==> src/rtl/mem_port_arbiter.sv <==
// mem_port_arbiter: shares one cache port between instruction fetch (I) and the memory stage (D)
//
// Ports:
//   i_clk, i_rst_n                  clock (rising edge), asynchronous active-low reset
//   i_if_req/i_if_addr/i_if_flush   fetch request (level until done), address, fetch kill
//   o_if_rdata/o_if_done            fetch read data, one-cycle fetch completion pulse
//   i_dm_req/i_dm_wr_en/i_dm_addr   data request (level until done), store flag, address
//   i_dm_wdata/i_dm_datasize        store data, access size code
//   o_dm_rdata/o_dm_done            load data, one-cycle data completion pulse
//   o_port_req/o_port_wr_en         cache request (held while busy), cache write enable
//   o_port_addr/o_port_wdata        cache address, cache write data
//   o_port_datasize                 cache access size code
//   i_port_rdata/i_port_done        cache read data, cache completion pulse
//   o_arb_err                       one-cycle pulse when the watchdog aborts a transaction
module mem_port_arbiter #(
    parameter int ADDR_W = 64,
    parameter int DATA_W = 64,
    parameter int SIZE_W = 6,
    parameter int TIMEOUT = 256,
    parameter logic [SIZE_W-1:0] DATA_64 = SIZE_W'(3)
) (
    input  logic              i_clk,
    input  logic              i_rst_n,
    input  logic              i_if_req,
    input  logic [ADDR_W-1:0] i_if_addr,
    input  logic              i_if_flush,
    output logic [DATA_W-1:0] o_if_rdata,
    output logic              o_if_done,
    input  logic              i_dm_req,
    input  logic              i_dm_wr_en,
    input  logic [ADDR_W-1:0] i_dm_addr,
    input  logic [DATA_W-1:0] i_dm_wdata,
    input  logic [SIZE_W-1:0] i_dm_datasize,
    output logic [DATA_W-1:0] o_dm_rdata,
    output logic              o_dm_done,
    output logic              o_port_req,
    output logic              o_port_wr_en,
    output logic [ADDR_W-1:0] o_port_addr,
    output logic [DATA_W-1:0] o_port_wdata,
    output logic [SIZE_W-1:0] o_port_datasize,
    input  logic [DATA_W-1:0] i_port_rdata,
    input  logic              i_port_done,
    output logic              o_arb_err
);
    localparam logic [1:0] IDLE   = 2'd0;
    localparam logic [1:0] BUSY_I = 2'd1;
    localparam logic [1:0] BUSY_D = 2'd2;
    localparam logic [1:0] RESP   = 2'd3;
    localparam int WD_W = (TIMEOUT > 1) ? $clog2(TIMEOUT) : 1;

    logic [1:0]        r_state;
    logic              r_last_d;
    logic              r_kill;
    logic [WD_W-1:0]   r_wd_cnt;
    logic              r_port_req;
    logic              r_port_wr_en;
    logic [ADDR_W-1:0] r_port_addr;
    logic [DATA_W-1:0] r_port_wdata;
    logic [SIZE_W-1:0] r_port_datasize;
    logic [DATA_W-1:0] r_if_rdata;
    logic [DATA_W-1:0] r_dm_rdata;
    logic              r_if_done;
    logic              r_dm_done;
    logic              r_arb_err;

    logic w_elig_i;
    logic w_elig_d;
    logic w_grant;
    logic w_grant_d;
    logic w_timeout;
    logic w_kill;

    assign w_elig_i  = i_if_req & ~i_if_flush;
    assign w_elig_d  = i_dm_req;
    assign w_grant   = w_elig_i | w_elig_d;
    // on a tie the requester that did not go last wins
    assign w_grant_d = w_elig_d & (~w_elig_i | ~r_last_d);
    assign w_timeout = (TIMEOUT != 0) && (r_wd_cnt == WD_W'(TIMEOUT - 1));
    // a flush arriving in the very cycle the cache completes still kills the fetch
    assign w_kill    = r_kill | i_if_flush;

    always_ff @(posedge i_clk or negedge i_rst_n) begin
        if (!i_rst_n) begin
            r_state         <= IDLE;
            r_last_d        <= 1'b0;
            r_kill          <= 1'b0;
            r_wd_cnt        <= '0;
            r_port_req      <= 1'b0;
            r_port_wr_en    <= 1'b0;
            r_port_addr     <= '0;
            r_port_wdata    <= '0;
            r_port_datasize <= '0;
            r_if_rdata      <= '0;
            r_dm_rdata      <= '0;
            r_if_done       <= 1'b0;
            r_dm_done       <= 1'b0;
            r_arb_err       <= 1'b0;
        end else begin
            r_if_done <= 1'b0;
            r_dm_done <= 1'b0;
            r_arb_err <= 1'b0;
            case (r_state)
                IDLE: begin
                    if (w_grant) begin
                        r_state         <= w_grant_d ? BUSY_D : BUSY_I;
                        r_last_d        <= w_grant_d;
                        r_wd_cnt        <= '0;
                        r_port_req      <= 1'b1;
                        r_port_wr_en    <= w_grant_d & i_dm_wr_en;
                        r_port_addr     <= w_grant_d ? i_dm_addr : i_if_addr;
                        r_port_wdata    <= w_grant_d ? i_dm_wdata : '0;
                        r_port_datasize <= w_grant_d ? i_dm_datasize : DATA_64;
                    end
                end
                BUSY_I, BUSY_D: begin
                    r_wd_cnt <= r_wd_cnt + 1'b1;
                    if (r_state == BUSY_I && i_if_flush)
                        r_kill <= 1'b1;
                    // completion wins over a watchdog expiry in the same cycle
                    if (i_port_done || w_timeout) begin
                        r_state    <= RESP;
                        r_port_req <= 1'b0;
                        r_arb_err  <= ~i_port_done;
                        if (r_state == BUSY_D) begin
                            r_dm_done <= 1'b1;
                            if (!i_port_done)
                                r_dm_rdata <= '0;
                            else if (!r_port_wr_en)
                                r_dm_rdata <= i_port_rdata;
                        end else if (!w_kill) begin
                            r_if_done  <= 1'b1;
                            r_if_rdata <= i_port_done ? i_port_rdata : '0;
                        end
                    end
                end
                default: begin
                    r_state <= IDLE;
                    r_kill  <= 1'b0;
                end
            endcase
        end
    end

    assign o_if_rdata      = r_if_rdata;
    assign o_if_done       = r_if_done;
    assign o_dm_rdata      = r_dm_rdata;
    assign o_dm_done       = r_dm_done;
    assign o_port_req      = r_port_req;
    assign o_port_wr_en    = r_port_wr_en;
    assign o_port_addr     = r_port_addr;
    assign o_port_wdata    = r_port_wdata;
    assign o_port_datasize = r_port_datasize;
    assign o_arb_err       = r_arb_err;
endmodule

==> config.mk <==
export PLATFORM = sky130hd
export DESIGN_NAME = mem_port_arbiter
export DESIGN_NICKNAME = d
export VERILOG_FILES = /design/src/rtl/mem_port_arbiter.sv
export SDC_FILE = /design/constraint.sdc
export NUM_CORES = 1
export LEC_CHECK = 0
export CORE_AREA = 2 2 208 210
export DETAILED_ROUTE_END_ITERATION = 8
export DIE_AREA = 0 0 210 212
export SYNTH_ARGS = -nofsm -noshare
export SYNTH_HDL_FRONTEND = slang
export SYNTH_SLANG_ARGS = --single-unit
==> constraint.sdc <==
create_clock -name i_clk -period 3.95 [get_ports i_clk]
set_input_delay 0.395 -clock i_clk [delete_from_list [all_inputs] [get_ports i_clk]]
set_output_delay 0.395 -clock i_clk [all_outputs]
set_load 0.1 [all_outputs]
==> impl_results.md <==
- Status: complete, no violations
- Placed cell area: 16700 um2
- CTS clk-pin slew, worst paths: 0.06 ns
- Worst R2R End: o_if_rdata[12]
- RePlAce Congestion: 0.798
- CTS tree: done
- R2R cell count: 6
- EDFF count, synth: 0
- Die Area: 44500 um2
- Synth cell types: 41
- Number of setup buffers added after CTS: 0
- Clock buffer depth: 3
- Met1 Use GR: 0.198
- Crit path required time: 4.46 ns
- Final instance area: 17700 um2
- Die W: 210 um
- Worst Path Buf+Inv: 2
- Clock H-tree levels: 1
- Fillers: 4055
- I/O pins: 536
- Clock Latency Late Sink: 0.57 ns
- GRT Total Usage: 0.171
- Final min period: 2.77 ns
- Synth top area share: 0.643
- Final max-slew violation count: 0
- R2r setup slk: 1.18 ns
- Top delay family on crit path: adder cells
- Clock skew: 0.0204 ns
- Post-synthesis cell area: 10900 um2
- Non-Filler Instances: 1906
- HP Class: in -> reg
- Highest Clock Rate: 361 MHz
- Max FO, Critical Path: 64
- Yosys reg bits: 279
- Largest net degree at the start of global routing: 127
- Tightest Pin Transition: 1.16 ns
- Total Nets Final: 1615
- Relative slew margins: 0.227
- Main area contributors after synthesis: dfrtp_1, a22o_1, mux2i_1
- Routing usage on met3: 0.0592
- Post-CTS sizing: 0
- Met2 Use GR: 0.301
- Top_reg_cell synth: dfrtp_1
- Syn Inst Count: 820
- Iteration-0 DRC Markers: 528
- Crit-path max cell delay: 0.67 ns
- CP arrival: 3.28 ns
- Residual DRC count: 0
- Root buffer cell: clkbuf_16
- DR vias/cell: 4.68
- Most frequent cell after synthesis: dfrtp_1
- Final TNS setup: 0 ns
- Vias: 8924
- RSZ-0062 raised after global routing: no
- Mapped Nets: 1095
- Asr flop ratio synth: 1.00
- Element type at the critical path start: flip-flop
- Hold buffers post-CTS: 1
- Setup crit end kind: flip-flop
- Worst setup path class: reg -> reg
- Register area share after synthesis: 0.643
- Initial antenna violation count: 11
- First drt pass iteration count: 6
- DP HPWL: 29.6 mm
- Synth top cells by count: dfrtp_1, a22o_1, nand2_1
- Final WL: 39.7 mm
- Gr busiest metal: met2
- Crit path capture: o_if_rdata[12]
- Mean Syn Cell Area: 13.2 um2
- Final setup violation count: 0
- First-pass GRT wire length: 57.9 mm
- Layout Utilization: 0.416
- Synth Warn #: 0
- Hold Fails Final Rpt: 0
- Routed wire per std cell: 20.8 um
- Reg-to-reg startpoint: r_state[0]
- Core area: 42500 um2
- Share of layout cells above drive strength 1: 0.0596
- TritonCTS buffer count: 31
- Synth-to-Final Area Change: 62.7%
- Slowest cell on the critical path: ha_1
- Floorplan row count: 76
- Period utilisation layout: 0.702
- CP startpoint: r_state[0]
- CP Depth: 6
- Port buffer count: 535
- CP cell instances: inv_1, ha_1, nor4b_1, and2_2, buf_4, a22o_1
- Die span in y: 212 um
- Yosys top cell by area: dfrtp_1
- Clock sink count: 279
- Routed Antenna Nets: 0
- Grt ovf: 0
- Max cap viols: 0
- Vias in the first global route: 9085
- Initial Util: 0.255
- Post-placement cell count: 1852
## logic make-up (layout without fill, tap and decap cells)
group,Yosys count,in the layout,share of synthesized area
AOI/OAI and AO/OA,282,282,0.203
DFF,279,279,0.643
and+or+nand+nor,118,118,0.0505
buffers and inverters,69,608,0.0354
muxes,66,66,0.0610
adders and majority gates,6,6,0.00691
other,0,1,0
## worst reg2reg max path, delay by kind of cell, from the launching register on
kind	cells	cell delay (ns)
flops	1	0.40
compound gates	1	0.35
fa+ha+maj	1	0.67
simple gates	2	0.65
buf+inv	2	0.66
## area by class of cell
cell class                 count  area, um2  area share
inverter                       3       11.3    0.000637
multi-input combinational    472       3520       0.199
antenna                        1       2.50    0.000142
timing repair buffer         553       5530       0.313
clock buffer                  43        861      0.0487
sequential                   279       6980       0.395
clock inverter                 9       77.6     0.00439
tap                          546        683      0.0387
## cell usage in the layout, fill, tap and decap left out, types with 2 or more instances in the layout
| master | Yosys | final |
|---|---|---|
| a22o_1 | 197 | 197 |
| a32o_1 | 2 | 2 |
| and2_2 | 0 | 2 |
| and3_1 | 3 | 2 |
| buf_12 | 0 | 4 |
| buf_4 | 12 | 19 |
| clkbuf_1 | 20 | 8 |
| clkbuf_16 | 0 | 31 |
| clkbuf_8 | 0 | 4 |
| clkdlybuf4s50_1 | 0 | 528 |
| clkinv_2 | 0 | 6 |
| dfrtp_1 | 279 | 279 |
| ha_1 | 6 | 6 |
| inv_1 | 3 | 3 |
| mux2i_1 | 65 | 65 |
| nand2_1 | 81 | 79 |
| nand2b_1 | 4 | 4 |
| nand3_1 | 7 | 7 |
| nand3b_1 | 2 | 2 |
| nor2_1 | 6 | 6 |
| nor4b_1 | 3 | 3 |
| o21ai_0 | 69 | 69 |
| o21ai_4 | 0 | 2 |
| o22a_1 | 2 | 2 |
| or4b_1 | 2 | 2 |
## sequential cells by signal (all words and copies together), names as in the netlist
name / cells
o_dm_rdata: 64
o_if_rdata: 64
o_port_addr: 64
o_port_wdata: 64
r_wd_cnt: 8
o_port_datasize: 6
r_state: 2
o_arb_err: 1
o_dm_done: 1
o_if_done: 1
o_port_req: 1
o_port_wr_en: 1
r_kill: 1
r_last_d: 1
## per-stage QoR
step           setup WS [ns]  hold WS (ns)
2_1_floorplan           1.92        0.0994
3_3_place_gp            1.30         0.462
4_1_cts                 1.18         0.381
3_5_place_dp            1.20         0.470
5_1_grt                 1.02         0.395
6_report                1.18         0.415
## metal layers
layer,wire length [um],vias to the layer above
met5,92,-
met4,917,14
met3,3720,65
met2,19800,415
met1,15200,4339
li1,-,4091
## how the worst min path moves through the flow
stage	startpoint	endpoint	slack, ns	depth (start not counted)
floorplan	i_rst_n	o_arb_err	0.1	0
global placement	o_port_addr[22]	o_port_addr[22]	0.46	2
detailed placement	o_port_addr[15]	o_port_addr[15]	0.47	2
CTS	i_dm_wdata[60]	o_port_wdata[60]	0.38	2
global route	i_dm_wdata[29]	o_port_wdata[29]	0.40	2
finish	i_dm_wdata[60]	o_port_wdata[60]	0.41	2
Power is not shown: default switching activity piles up to over one toggle a cycle in this logic, so the estimate is an artifact.
